**src/rtl/main_ctrl_fsm.sv**
```systemverilog
// main_ctrl_fsm: multi-cycle main control FSM (fetch/decode/execute/mem/wb)
// Ports: clk, rst_n | opcode, fun3, mem_ready in | mem/datapath controls,
//        ALUop, fault, fault_code, state_out, retired out
module main_ctrl_fsm #(
   parameter int TIMEOUT = 16,
   parameter int CNT_W   = 32
) (
   input  logic             clk,
   input  logic             rst_n,
   input  logic [6:0]       opcode,
   input  logic [2:0]       fun3,
   input  logic             mem_ready,
   output logic             mem_req,
   output logic             mem_read,
   output logic             mem_write,
   output logic             iord,
   output logic             ir_write,
   output logic             pc_write,
   output logic             branch,
   output logic             reg_write,
   output logic [1:0]       alu_src_a,
   output logic [1:0]       alu_src_b,
   output logic [1:0]       result_src,
   output logic [1:0]       ALUop,
   output logic             fault,
   output logic [1:0]       fault_code,
   output logic [3:0]       state_out,
   output logic [CNT_W-1:0] retired
);

   typedef enum logic [3:0] {
      S_FETCH    = 4'd0,
      S_DECODE   = 4'd1,
      S_MEMADR   = 4'd2,
      S_MEMREAD  = 4'd3,
      S_MEMWB    = 4'd4,
      S_MEMWRITE = 4'd5,
      S_EXECR    = 4'd6,
      S_ALUWB    = 4'd7,
      S_BEQ      = 4'd8,
      S_FAULT    = 4'd15
   } state_e;

   localparam logic [6:0] OP_LD = 7'b0000011;
   localparam logic [6:0] OP_ST = 7'b0100011;
   localparam logic [6:0] OP_R  = 7'b0110011;
   localparam logic [6:0] OP_BR = 7'b1100011;

   localparam int TW = (TIMEOUT > 1) ? $clog2(TIMEOUT) : 1;
   localparam logic [TW-1:0] TLIM =
      (TIMEOUT > 0) ? TW'(TIMEOUT - 1) : '0;

   state_e           state_q, state_d;
   logic [TW-1:0]    wcnt_q, wcnt_d;
   logic [1:0]       fcode_q, fcode_d;
   logic [CNT_W-1:0] ret_q;
   logic             retire;
   logic             waiting;
   logic             tmo;

   logic       req_c, rd_c, wr_c, iord_c, ir_c, pc_c;
   logic       br_c, rw_c, flt_c;
   logic [1:0] a_c, b_c, rs_c, op_c;

   always_comb begin
      state_d = state_q;
      fcode_d = fcode_q;
      retire  = 1'b0;
      waiting = 1'b0;
      req_c   = 1'b0;
      rd_c    = 1'b0;
      wr_c    = 1'b0;
      iord_c  = 1'b0;
      ir_c    = 1'b0;
      pc_c    = 1'b0;
      br_c    = 1'b0;
      rw_c    = 1'b0;
      flt_c   = 1'b0;
      a_c     = 2'b00;
      b_c     = 2'b00;
      rs_c    = 2'b00;
      op_c    = 2'b00;
      unique case (state_q)
         S_FETCH: begin
            req_c   = 1'b1;
            rd_c    = 1'b1;
            b_c     = 2'b10;
            waiting = 1'b1;
            if (mem_ready) begin
               ir_c    = 1'b1;
               pc_c    = 1'b1;
               state_d = S_DECODE;
            end
         end
         S_DECODE: begin
            a_c = 2'b01;
            b_c = 2'b01;
            if (opcode == OP_LD || opcode == OP_ST)
               state_d = S_MEMADR;
            else if (opcode == OP_R)
               state_d = S_EXECR;
            else if (opcode == OP_BR && fun3 == 3'b000)
               state_d = S_BEQ;
            else begin
               state_d = S_FAULT;
               fcode_d = 2'b01;
            end
         end
         S_MEMADR: begin
            a_c     = 2'b10;
            b_c     = 2'b01;
            state_d = (opcode == OP_ST) ? S_MEMWRITE : S_MEMREAD;
         end
         S_MEMREAD: begin
            req_c   = 1'b1;
            rd_c    = 1'b1;
            iord_c  = 1'b1;
            waiting = 1'b1;
            if (mem_ready) state_d = S_MEMWB;
         end
         S_MEMWB: begin
            rw_c    = 1'b1;
            rs_c    = 2'b01;
            state_d = S_FETCH;
            retire  = 1'b1;
         end
         S_MEMWRITE: begin
            req_c   = 1'b1;
            wr_c    = 1'b1;
            iord_c  = 1'b1;
            waiting = 1'b1;
            if (mem_ready) begin
               state_d = S_FETCH;
               retire  = 1'b1;
            end
         end
         S_EXECR: begin
            a_c     = 2'b10;
            op_c    = 2'b10;
            state_d = S_ALUWB;
         end
         S_ALUWB: begin
            rw_c    = 1'b1;
            state_d = S_FETCH;
            retire  = 1'b1;
         end
         S_BEQ: begin
            a_c     = 2'b10;
            op_c    = 2'b01;
            br_c    = 1'b1;
            state_d = S_FETCH;
            retire  = 1'b1;
         end
         S_FAULT: flt_c = 1'b1;
         default: state_d = S_FAULT;
      endcase

      // a completing transfer in the last allowed cycle beats the timeout
      tmo = (TIMEOUT != 0) && waiting && !mem_ready && (wcnt_q == TLIM);
      if (tmo) begin
         state_d = S_FAULT;
         fcode_d = 2'b10;
      end

      if (state_d != state_q)
         wcnt_d = '0;
      else if (waiting && !mem_ready)
         wcnt_d = wcnt_q + 1'b1;
      else
         wcnt_d = wcnt_q;
   end

   always_ff @(posedge clk or negedge rst_n) begin
      if (!rst_n) begin
         state_q <= S_FETCH;
         wcnt_q  <= '0;
         fcode_q <= 2'b00;
         ret_q   <= '0;
      end else begin
         state_q <= state_d;
         wcnt_q  <= wcnt_d;
         fcode_q <= fcode_d;
         if (retire) ret_q <= ret_q + 1'b1;
      end
   end

   // reset forces controls low combinationally so mem_req drops at once
   assign {mem_req, mem_read, mem_write, iord, ir_write, pc_write,
           branch, reg_write, fault, alu_src_a, alu_src_b,
           result_src, ALUop} = rst_n ?
          {req_c, rd_c, wr_c, iord_c, ir_c, pc_c, br_c, rw_c, flt_c,
           a_c, b_c, rs_c, op_c} : 17'd0;

   assign fault_code = fcode_q;
   assign state_out  = state_q;
   assign retired    = ret_q;

endmodule

```
**config.mk**
```make
export PLATFORM = sky130hd
export DESIGN_NAME = main_ctrl_fsm
export DESIGN_NICKNAME = d
export VERILOG_FILES = /design/src/rtl/main_ctrl_fsm.sv
export SDC_FILE = /design/constraint.sdc
export NUM_CORES = 1
export LEC_CHECK = 0
export CAP_MARGIN = 30
export CORE_AREA = 2 2 57 100
export CTS_BUF_LIST = sky130_fd_sc_hd__clkbuf_16
export CTS_CLUSTER_SIZE = 20
export DETAILED_ROUTE_END_ITERATION = 10
export DIE_AREA = 0 0 59 102
export MAX_ROUTING_LAYER = met4
export PLACE_DENSITY = 0.78
export SETUP_SLACK_MARGIN = 0.15
export SYNTH_ARGS = -nofsm -noshare
export SYNTH_HDL_FRONTEND = slang
export SYNTH_SLANG_ARGS = --single-unit
```
**constraint.sdc**
```tcl
create_clock -name clk -period 2.3 [get_ports clk]
set_input_delay 0.46 -clock clk [delete_from_list [all_inputs] [get_ports clk]]
set_output_delay 0.46 -clock clk [all_outputs]
set_load 0.005 [all_outputs]
```
==> results.tsv <==
stage	metric	value	unit
floorplanning	die area	6020	µm²
setup_path	CP Cell Sequence	nor2_4, nand2_4, nor3_4, and2_4, clkdlybuf4s50_1	
clock_tree	H-tree depth	2	
layout	number of diodes	0	
outcome	status	completed	
drt	DR WL/cell	16.8	µm
grt	pin count of the biggest net entering global routing	33	
clock_tree	Max clock buf depth	2	
yosys	syn nets	269	
sta	Post-Route Skew	0.00568	ns
floorplanning	Core Area	5170	µm²
drt	first-iteration detailed-routing DRC count	76	
floorplanning	I/O pins	68	
grt	Tot GR Track Use	25.1	%
hold_path	worst min path class	in2async	
grt	first-pass GRT wire length	11100	µm
power_and_ir_drop	Power Dens Cells	778	nW/µm²
power_and_ir_drop	leakage power	1.67	nW
sta	Hold Slack	0.205	ns
setup_path	CP required	1.84	ns
yosys	share of the synthesized area in the top cell type	43.0	%
layout	Layout Nets	371	
sta	Pins Over Slew Limit	0	
yosys	Syn Std Cell Area	2440	µm²
clock_tree	CTS tree	done	
power_and_ir_drop	total power after layout	2.85	mW
yosys	largest cells by area after synthesis	dfrtp_1 43%, xnor2_1 7.5%, xor2_1 4.7%	
drt	Via Count	2348	
setup_path	Worst EP arrival	1.74	ns
clock_tree	Worst-Skew Late Latency	0.28	ns
grt	grt total ovfl	0	
power_and_ir_drop	peak supply drop	0.697	mV
yosys	Synth Warn #	0	
floorplanning	die width	59	µm
yosys	Yosys cell types	54	
yosys	Syn Inst Count	254	
sta	crit share post-route	95.5	%
drt	Routed Antenna Nets	0	
setup_path	Worst Setup End Kind	primary output	
drt	DRT Pass-1 Iters	4	
drt	routed vias/inst	5.71	
floorplanning	Starting Density	47.3	%
clock_tree	CTS Sinks	42	
clock_tree	clk slew on worst S/H paths	0.06	ns
sta	Final min period	2.20	ns
yosys	Post-synth EDFFs	0	
sta	RSZ-0062 raised after global routing	true	
yosys	synthesized area per cell	9.62	µm²
sta	Hold Vio Cnt, Final	0	
layout	area added between synthesis and finish	50.0	%
floorplanning	Row Count	35	
drt	total wire length	6900	µm
grt	initial antenna violation count	0	
setup_path	type of origin of the critical path	register	
placement	IO Port Bufs	66	
drt	drt drc	0	
layout	share of layout cells above drive strength 1	23.0	%
floorplanning	die height	102	µm
clock_tree	total CTS buffers	5	
sta	f_max	0.455	GHz
yosys	synthesis-stage register bit count	42	
setup_path	crit-path max FO	6	
clock_tree	CTS root buf	clkbuf_16	
placement	Detailed Place HPWL	5130	µm
setup_path	CP Class	reg2out	
setup_path	slowest stage delay, CP	0.49	ns
layout	fillers	403	
grt	vias in the first global route	2325	
yosys	ys flop type	dfrtp_1	
job	total of max-cap violations	0	
yosys	largest area contributor in the netlist	dfrtp_1	
setup_path	Worst path slowest cell	clkdlybuf4s50_1	
yosys	register area share after synthesis	43.0	%
sta	final setup fails	0	
placement	RePlAce Congestion	0.960	
yosys	ys async rst share	100	%
-- what timing repair did --
item                       4_1_cts  5_1_grt
setup buffers                    7        2
pin swaps                       11        0
hold buffers                     0        0
setup endpoints to repair       20       12
resized for setup               32       18
-- cells in the mapped netlist (all sizes together), types with 3 or more instances --
cell type,count
a211o,3
a21oi,7
a31oi,3
and2,4
and3,4
and4,5
buf,9
clkbuf,4
dfrtp,42
inv,6
nand2,26
nand3,14
nand4,8
nor2,26
nor3,14
nor4b,4
o21ai,5
o22ai,3
or4b,3
xnor2,21
xor2,14
-- path summary, 6_finish.rpt --
kind | cells after the start | endpoint | from | slack [ns]
hold reg to reg | 2 | fault_code[1] | fault_code[1] | 0.48
max in group asynchronous | 2 | state_out[1] | rst_n | 1.70
min in group clk | 2 | fault_code[1] | fault_code[1] | 0.48
setup / recovery | 5 | pc_write | state_out[3] | 0.10
hold / removal | 2 | state_out[3] | rst_n | 0.21
setup reg to reg | 8 | wcnt_q[0] | state_out[3] | 0.17
-- cells by family (layout without fill, tap and decap cells) --
group                      count (synthesis)  after routing  share of synthesized area [%]
DFF                                       42             42                           43.0
xor gates and xnor gates                  35             35                           12.9
buffers and inverters                     19            121                           4.30
other                                      1              1                          0.154
and+or+nand+nor                          117            117                           27.0
muxes                                      3              3                           1.28
AOI/OAI and AO/OA                         35             35                           10.3
adders and majority gates                  2              2                           1.02
-- final cells by class --
type / instances / area, µm² / area share [%]
Timing Repair Buffer: 108 / 970 / 26.5
Tap cell: 55 / 68.8 / 1.88
Inverter: 6 / 22.5 / 0.615
Clock inverter: 2 / 33.8 / 0.922
Sequential cell: 42 / 1060 / 28.8
Multi-Input combinational cell: 193 / 1390 / 37.9
Clock buffer: 5 / 125 / 3.42
-- critical path: cells and delay by family (launching register included) --
kind	cells	cell delay (ns)
flip-flops	1	0.47
AND/OR/NAND/NOR	4	0.50
buffers and inverters	1	0.49
-- state kept, by name (all words and copies together), names as in the netlist --
| register | cells |
|---|---|
| state_out | 4 |
| retired | 32 |
| fault_code | 2 |
| wcnt_q | 4 |
-- report_power, final --
part	switching, mW	total, mW	leakage, nW	internal [mW]
Sequential	0.123	0.950	0.550	0.827
Combinational	0.550	1.13	1.04	0.584
Clock	0.263	0.765	0.0773	0.502
Total	0.936	2.85	1.67	1.91
-- per-stage QoR --
stage / util [%] / instances / setup TNS [ns] / cell area [µm²] / worst slack, ns
2_1_floorplan: - / 254 / 0 / 2440 / 0.162
3_3_place_gp: 64.5 / 395 / -0.877 / 3330 / -0.222
3_5_place_dp: 64.5 / 395 / -0.974 / 3330 / -0.251
4_1_cts: 69.4 / 409 / 0 / 3590 / 0.0731
5_1_grt: 70.9 / 411 / 0 / 3660 / 0.0479
6_report: 70.9 / 411 / 0 / 3660 / 0.103
-- layer usage --
metal,wire length (µm),global-route usage [%]
met5,0,-
met4,294,14.7
met3,265,3.16
met2,3840,43.7
met1,2500,26.5
-- placed cells by master (no fill, tap or decap), types with 3 or more instances in the layout --
cell type,count
dfrtp_1,38
and2_1,3
nor3_2,4
dlygate4sd2_1,13
nand3_1,13
buf_4,39
clkbuf_16,5
and3_1,4
nor2_1,23
nand2_1,24
o22ai_1,3
nor3_1,8
nand4_1,8
a21oi_1,5
or4b_4,3
a31oi_1,3
inv_1,6
clkdlybuf4s50_1,48
a211o_1,3
and4_1,5
xnor2_1,21
dfrtp_2,4
xor2_1,13
o21ai_1,3
(Power assumes the default switching activity.)
